### config.mk
export PLATFORM = sky130hd
export DESIGN_NAME = ex_mem_skid_reg_flat
export DESIGN_NICKNAME = d
export VERILOG_FILES = /design/src/rtl/ex_mem_skid_reg_if.sv /design/src/rtl/ex_mem_skid_reg.sv /design/src/flat_wrapper.sv
export SDC_FILE = /design/constraint.sdc
export NUM_CORES = 1
export LEC_CHECK = 0
export CAP_MARGIN = 20
export CORE_MARGIN = 5
export CORE_UTILIZATION = 47
export CTS_BUF_LIST = sky130_fd_sc_hd__clkbuf_8
export CTS_CLUSTER_SIZE = 24
export DETAILED_ROUTE_END_ITERATION = 7
export GPL_ROUTABILITY_DRIVEN = 1
export PLACE_DENSITY_LB_ADDON = 0.1
export SLEW_MARGIN = 40
export SYNTH_ARGS = -nofsm -noshare
export SYNTH_HDL_FRONTEND = slang
export SYNTH_SLANG_ARGS = --single-unit
### constraint.sdc
create_clock -name i_clk -period 12.3 [get_ports i_clk]
set_clock_uncertainty 0.05 [all_clocks]
set_input_delay 1.23 -clock i_clk [delete_from_list [all_inputs] [get_ports i_clk]]
set_output_delay 1.23 -clock i_clk [all_outputs]
set_load 0.05 [all_outputs]
### src/rtl/ex_mem_skid_reg_if.sv
// rtl/ex_mem_skid_reg_if.sv - EX->MEM valid/ready handshake bundle
// Signal prefixes are from the pipeline register's point of view.
interface ex_mem_skid_reg_if #(
  parameter int DATA_W  = 140,
  parameter int INSTR_W = 32
);
  logic               i_up_vld;
  logic               o_up_rdy;
  logic [INSTR_W-1:0] i_up_instr;
  logic [DATA_W-1:0]  i_up_data;
  logic               o_dn_vld;
  logic               i_dn_rdy;
  logic [INSTR_W-1:0] o_dn_instr;
  logic [DATA_W-1:0]  o_dn_data;

  modport slave (
    input  i_up_vld, i_up_instr, i_up_data, i_dn_rdy,
    output o_up_rdy, o_dn_vld, o_dn_instr, o_dn_data
  );

  modport master (
    output i_up_vld, i_up_instr, i_up_data, i_dn_rdy,
    input  o_up_rdy, o_dn_vld, o_dn_instr, o_dn_data
  );
endinterface

### src/rtl/ex_mem_skid_reg.sv
// rtl/ex_mem_skid_reg.sv - EX->MEM pipeline register with one-entry skid buffer
// All outputs come straight from flops, so o_up_rdy never depends on i_dn_rdy combinationally.
module ex_mem_skid_reg #(
  parameter int                 DATA_W    = 140,
  parameter int                 INSTR_W   = 32,
  parameter logic [INSTR_W-1:0] NOP_INSTR = 32'h0000_0013,
  parameter int                 CNT_W     = 16
) (
  input  logic               i_clk,
  input  logic               i_reset,
  input  logic               i_flush,
  ex_mem_skid_reg_if.slave   bus,
  output logic [1:0]         o_occ,
  output logic [CNT_W-1:0]   o_stall_cnt,
  output logic [CNT_W-1:0]   o_flush_cnt
);
  typedef enum logic [1:0] {
    S_EMPTY = 2'd0,
    S_ONE   = 2'd1,
    S_FULL  = 2'd2
  } state_t;

  localparam logic [CNT_W-1:0] CNT_MAX = '1;
  localparam logic [CNT_W-1:0] CNT_ONE = {{(CNT_W-1){1'b0}}, 1'b1};

  state_t             r_state;
  logic               r_up_rdy;
  logic               r_dn_vld;
  logic [1:0]         r_occ;
  logic [INSTR_W-1:0] r_main_instr;
  logic [DATA_W-1:0]  r_main_data;
  logic [INSTR_W-1:0] r_skid_instr;
  logic [DATA_W-1:0]  r_skid_data;
  logic [CNT_W-1:0]   r_stall_cnt;
  logic [CNT_W-1:0]   r_flush_cnt;

  logic w_up_fire;
  logic w_dn_fire;
  logic w_stall;
  logic w_flush_hit;

  assign w_up_fire   = bus.i_up_vld & r_up_rdy;
  assign w_dn_fire   = r_dn_vld & bus.i_dn_rdy;
  assign w_stall     = r_dn_vld & ~bus.i_dn_rdy;
  assign w_flush_hit = i_flush & ((r_state != S_EMPTY) | bus.i_up_vld);

  always_ff @(posedge i_clk or posedge i_reset) begin
    if (i_reset) begin
      r_state      <= S_EMPTY;
      r_up_rdy     <= 1'b1;
      r_dn_vld     <= 1'b0;
      r_occ        <= 2'd0;
      r_main_instr <= NOP_INSTR;
      r_main_data  <= '0;
      r_skid_instr <= '0;
      r_skid_data  <= '0;
      r_stall_cnt  <= '0;
      r_flush_cnt  <= '0;
    end else begin
      if (w_stall && (r_stall_cnt != CNT_MAX))
        r_stall_cnt <= r_stall_cnt + CNT_ONE;
      if (w_flush_hit && (r_flush_cnt != CNT_MAX))
        r_flush_cnt <= r_flush_cnt + CNT_ONE;

      // Flush wins over any same-cycle up beat; a same-cycle down beat already left.
      if (i_flush) begin
        r_state      <= S_EMPTY;
        r_up_rdy     <= 1'b1;
        r_dn_vld     <= 1'b0;
        r_occ        <= 2'd0;
        r_main_instr <= NOP_INSTR;
        r_main_data  <= '0;
        r_skid_instr <= '0;
        r_skid_data  <= '0;
      end else begin
        case (r_state)
          S_EMPTY: begin
            if (w_up_fire) begin
              r_state      <= S_ONE;
              r_dn_vld     <= 1'b1;
              r_occ        <= 2'd1;
              r_main_instr <= bus.i_up_instr;
              r_main_data  <= bus.i_up_data;
            end
          end
          S_ONE: begin
            if (w_up_fire && w_dn_fire) begin
              r_main_instr <= bus.i_up_instr;
              r_main_data  <= bus.i_up_data;
            end else if (w_up_fire) begin
              r_state      <= S_FULL;
              r_up_rdy     <= 1'b0;
              r_occ        <= 2'd2;
              r_skid_instr <= bus.i_up_instr;
              r_skid_data  <= bus.i_up_data;
            end else if (w_dn_fire) begin
              r_state      <= S_EMPTY;
              r_dn_vld     <= 1'b0;
              r_occ        <= 2'd0;
            end
          end
          S_FULL: begin
            if (w_dn_fire) begin
              r_state      <= S_ONE;
              r_up_rdy     <= 1'b1;
              r_occ        <= 2'd1;
              r_main_instr <= r_skid_instr;
              r_main_data  <= r_skid_data;
            end
          end
          default: begin
            r_state  <= S_EMPTY;
            r_up_rdy <= 1'b1;
            r_dn_vld <= 1'b0;
            r_occ    <= 2'd0;
          end
        endcase
      end
    end
  end

  assign bus.o_up_rdy   = r_up_rdy;
  assign bus.o_dn_vld   = r_dn_vld;
  assign bus.o_dn_instr = r_main_instr;
  assign bus.o_dn_data  = r_main_data;
  assign o_occ          = r_occ;
  assign o_stall_cnt    = r_stall_cnt;
  assign o_flush_cnt    = r_flush_cnt;
endmodule

### src/flat_wrapper.sv
// flat-port wrapper written by rule: the top's interface ports become plain ports
module ex_mem_skid_reg_flat 
#(
  parameter int                 DATA_W    = 140,
  parameter int                 INSTR_W   = 32,
  parameter logic [INSTR_W-1:0] NOP_INSTR = 32'h0000_0013,
  parameter int                 CNT_W     = 16
)
  (i_clk, i_reset, i_flush, o_occ, o_stall_cnt, o_flush_cnt, bus_i_up_vld, bus_i_up_instr, bus_i_up_data, bus_i_dn_rdy, bus_o_up_rdy, bus_o_dn_vld, bus_o_dn_instr, bus_o_dn_data);
  ex_mem_skid_reg_if #(.DATA_W(DATA_W), .INSTR_W(INSTR_W)) bus_i ();
  input  logic i_clk;
  input  logic i_reset;
  input  logic i_flush;
  output logic [1:0] o_occ;
  output logic [CNT_W-1:0] o_stall_cnt;
  output logic [CNT_W-1:0] o_flush_cnt;
  input wire logic [$bits(bus_i.i_up_vld)-1:0] bus_i_up_vld;
  input wire logic [$bits(bus_i.i_up_instr)-1:0] bus_i_up_instr;
  input wire logic [$bits(bus_i.i_up_data)-1:0] bus_i_up_data;
  input wire logic [$bits(bus_i.i_dn_rdy)-1:0] bus_i_dn_rdy;
  output wire logic [$bits(bus_i.o_up_rdy)-1:0] bus_o_up_rdy;
  output wire logic [$bits(bus_i.o_dn_vld)-1:0] bus_o_dn_vld;
  output wire logic [$bits(bus_i.o_dn_instr)-1:0] bus_o_dn_instr;
  output wire logic [$bits(bus_i.o_dn_data)-1:0] bus_o_dn_data;
  assign bus_i.i_up_vld = bus_i_up_vld;
  assign bus_i.i_up_instr = bus_i_up_instr;
  assign bus_i.i_up_data = bus_i_up_data;
  assign bus_i.i_dn_rdy = bus_i_dn_rdy;
  assign bus_o_up_rdy = bus_i.o_up_rdy;
  assign bus_o_dn_vld = bus_i.o_dn_vld;
  assign bus_o_dn_instr = bus_i.o_dn_instr;
  assign bus_o_dn_data = bus_i.o_dn_data;
  ex_mem_skid_reg #(.DATA_W(DATA_W), .INSTR_W(INSTR_W), .NOP_INSTR(NOP_INSTR), .CNT_W(CNT_W)) u_core (.i_clk(i_clk), .i_reset(i_reset), .i_flush(i_flush), .bus(bus_i), .o_occ(o_occ), .o_stall_cnt(o_stall_cnt), .o_flush_cnt(o_flush_cnt));
endmodule
==> results.py <==
metrics = {
    "logic_synthesis": {
        "synth_cells": 1702,
        "synth-seq-area-share": 0.562,
        "async_flop_share": 1.00,
        "syn_nets": 1887,
        "synth_flop_cell": "dfrtp_1",
        "ys_warn_count": 0,
        "synth_area_sq_um": 16900,
        "synth_area_leaders": "dfrtp_1 56%, nand2_1 12%, mux2i_1 10%, o31ai_1 7.5%, a21oi_1 5.2%",
        "yosys.area.top_type": "dfrtp_1",
        "avgSynthCellArea_sq_um": 9.95,
        "yosysUniqueCellTypes": 42,
        "ys_ff_latch": 380,
        "yosysTopAreaCellShare": 0.556,
        "synth_edf_count": 0,
    },
    "clock_network": {
        "clk_pin_slew_worst_paths_ps": 60,
        "clockRootBuffer": "clkbuf_8",
        "h-tree-depth": 3,
        "clk_path_buf_depth": 3,
        "cts.sinks": 380,
        "post_cts_buffers": 0,
        "holdBufCountCts": 0,
        "cts_resized": 0,
        "cts_tree": "done",
        "numCtsBuffers": 66,
        "clk-insertion-delay-late_ps": 600,
    },
    "critical_path": {
        "crit_path_start_kind": "register",
        "cp.buffers_inverters": 1,
        "reg2reg_slack_ps": 9330,
        "path_class": "reg -> out",
        "crit_family": "buffers and inverters",
        "path_cells": "clkdlybuf4s50_1",
        "critPathMaxStageDelay_ps": 860,
        "startpoint": "u_core.bus.o_up_rdy",
        "cp.required_ps": 11020,
        "reg2reg_from": "u_core.o_occ[0]",
        "critPathMaxFanout": 8,
        "cpMaxStageDelayCell": "clkdlybuf4s50_1",
        "crit_arrival_ps": 2060,
        "worstSetupEndpointType": "output pin",
    },
    "job": {
        "drv_cap": 0,
    },
    "detailed_routing": {
        "wl_met2_mm": 21.9,
        "drt_pass1_iterations": 7,
        "ant_nets": 0,
        "met1Wirelength_mm": 19.8,
        "drc": 0,
        "vias": 13700,
        "maxUsedRoutingLayer": "met5",
        "drt_iter0_markers": 765,
        "vias_per_cell": 5.38,
        "dr_wl_met3_mm": 3.74,
        "wl_mm": 46.7,
        "wl_per_cell_microns": 18.3,
    },
    "cells_and_area": {
        "final_util": 0.630,
        "areaGrowthSynthToFinish_pct": 32.4,
        "nets": 2220,
        "post_route_cells_drive_above_1_share": 0.0639,
        "layout_common_cells": "530 x nand2_1, 383 x clkdlybuf4s50_1, 376 x dfrtp_1",
        "layout_commonest_cell": "nand2_1",
    },
    "floorplanning": {
        "core_sq_um": 35600,
        "start_util": 0.476,
        "dieArea_sq_um": 39900,
        "top_level_ports": 385,
        "dieWidth_microns": 200,
        "num_rows": 69,
        "die_h_microns": 200,
    },
    "grt": {
        "grt_overflow": 0,
        "grt_pass1_wl_mm": 73.1,
        "grt_pass1_vias": 13600,
        "antenna_found_initial": 7,
        "grt_max_degree": 215,
        "grtUsageTotal": 0.227,
    },
    "power": {
        "p_total_uw": 4930,
        "ir_drop_uv": 191,
        "p_leak_uw": 0.00915,
        "power_density_nw_per_um2": 220,
    },
    "timing": {
        "post-route-period-util": 0.272,
        "period_minus_slack_ps": 3340,
        "slew_headroom": 0.463,
        "drv_slew": 0,
        "setup_slack_ps": 8960,
        "setup_violations": 0,
        "fin_setup_tns_ps": 0,
        "worst_pin_slew_ps": 806,
        "grt_setup_unrepaired": "no",
        "max_freq_mhz": 299,
        "hold_violations": 0,
    },
    "placement": {
        "port-buffer-count": 384,
        "dp_hpwl_mm": 29.6,
        "pre_cts_slack_ps": 8290,
        "globalplace.congestion": 0.815,
    },
    "min_path": {
        "worstHoldStart": "u_core.bus.o_dn_data[15]",
        "hp-class": "reg -> reg",
    },
    "run_status": {
        "status": "complete, no violations",
    },
}
-- report_power, final --
group          internal, uW  leakage [uW]  total [uW]  switching [uW]
registers              1530       0.00507        1730             193
clock network           612      0.000742        1130             517
logic                   664       0.00333        2080            1410
total                  2810       0.00915        4930            2120
-- per-layer routing --
metal,track usage,vias to the layer above
met2,0.351,397
li1,-,6551
met4,0.0813,8
met5,0,-
met3,0.0728,82
met1,0.304,6671
-- sequential cells by signal (all words and copies together) (netlist names), 2 cells and up --
signal / flops
u_core.o_stall_cnt: 16
u_core.o_occ: 2
u_core.o_flush_cnt: 16
u_core.r_skid_data: 140
u_core.r_skid_instr: 32
u_core.bus.o_dn_instr: 32
u_core.bus.o_dn_data: 140
-- worst min-delay path, stage by stage, from the launching register on --
cell	delay [ps]
dfrtp_1	330
nand2_1	50
o31ai_1	50
-- Yosys cell counts, types with 4 or more instances --
master	number
dfrtp_1	376
inv_1	4
mux2i_1	169
o21ai_0	8
nor4b_1	5
a31oi_1	6
a211oi_1	5
dfstp_2	4
nand4_1	8
ha_1	8
nand3_1	11
nand2_1	530
a21oi_1	175
xor2_1	26
buf_2	34
nor4_1	4
o31ai_1	169
clkbuf_1	89
buf_1	15
nor2_1	11
and4_1	4
nor3_1	10
-- stage by stage --
stage | std cells | instance area, sq um | hold slack (ps)
after floorplan | 1702 | 16900 | 451
after global placement | 2423 | 21000 | 409
after detailed placement | 2425 | 21000 | 415
after CTS | 2541 | 22300 | 427
after global routing | 2546 | 22400 | 445
final | 2548 | 22400 | 422
-- final cells by class --
type                            count  area, sq um
Tap cell                          461          577
Inverter                            4         22.5
Clock buffer                       80         1100
Multi-Input combinational cell   1179         6880
Fill cell                        2983        13100
Clock inverter                     36          196
Timing Repair Buffer              404         4130
Sequential cell                   380         9510
Antenna cell                        4         10.0
-- logic make-up after synthesis --
family / count (synthesis) / share of synthesized area
and+or+nand+nor: 601 / 0.144
muxes: 171 / 0.101
xor gates and xnor gates: 27 / 0.0140
buffers and inverters: 143 / 0.0347
adders and majority gates: 8 / 0.00591
DFF: 380 / 0.562
AOI/OAI and AO/OA: 372 / 0.138
-- path summary, 6_finish.rpt --
| path | end | depth (start not counted) |
|---|---|---|
| max | bus_o_up_rdy | 1 |
| min | u_core.bus.o_dn_data[15] | 2 |
| max reg2reg | u_core.bus.o_dn_data[117] | 7 |
| min reg2reg | u_core.bus.o_dn_data[15] | 2 |
| max in group asynchronous | u_core.r_skid_data[80] | 4 |
| min in group asynchronous | u_core.bus.o_dn_data[23] | 2 |
Note: power is estimated with default switching activity, not from simulation.
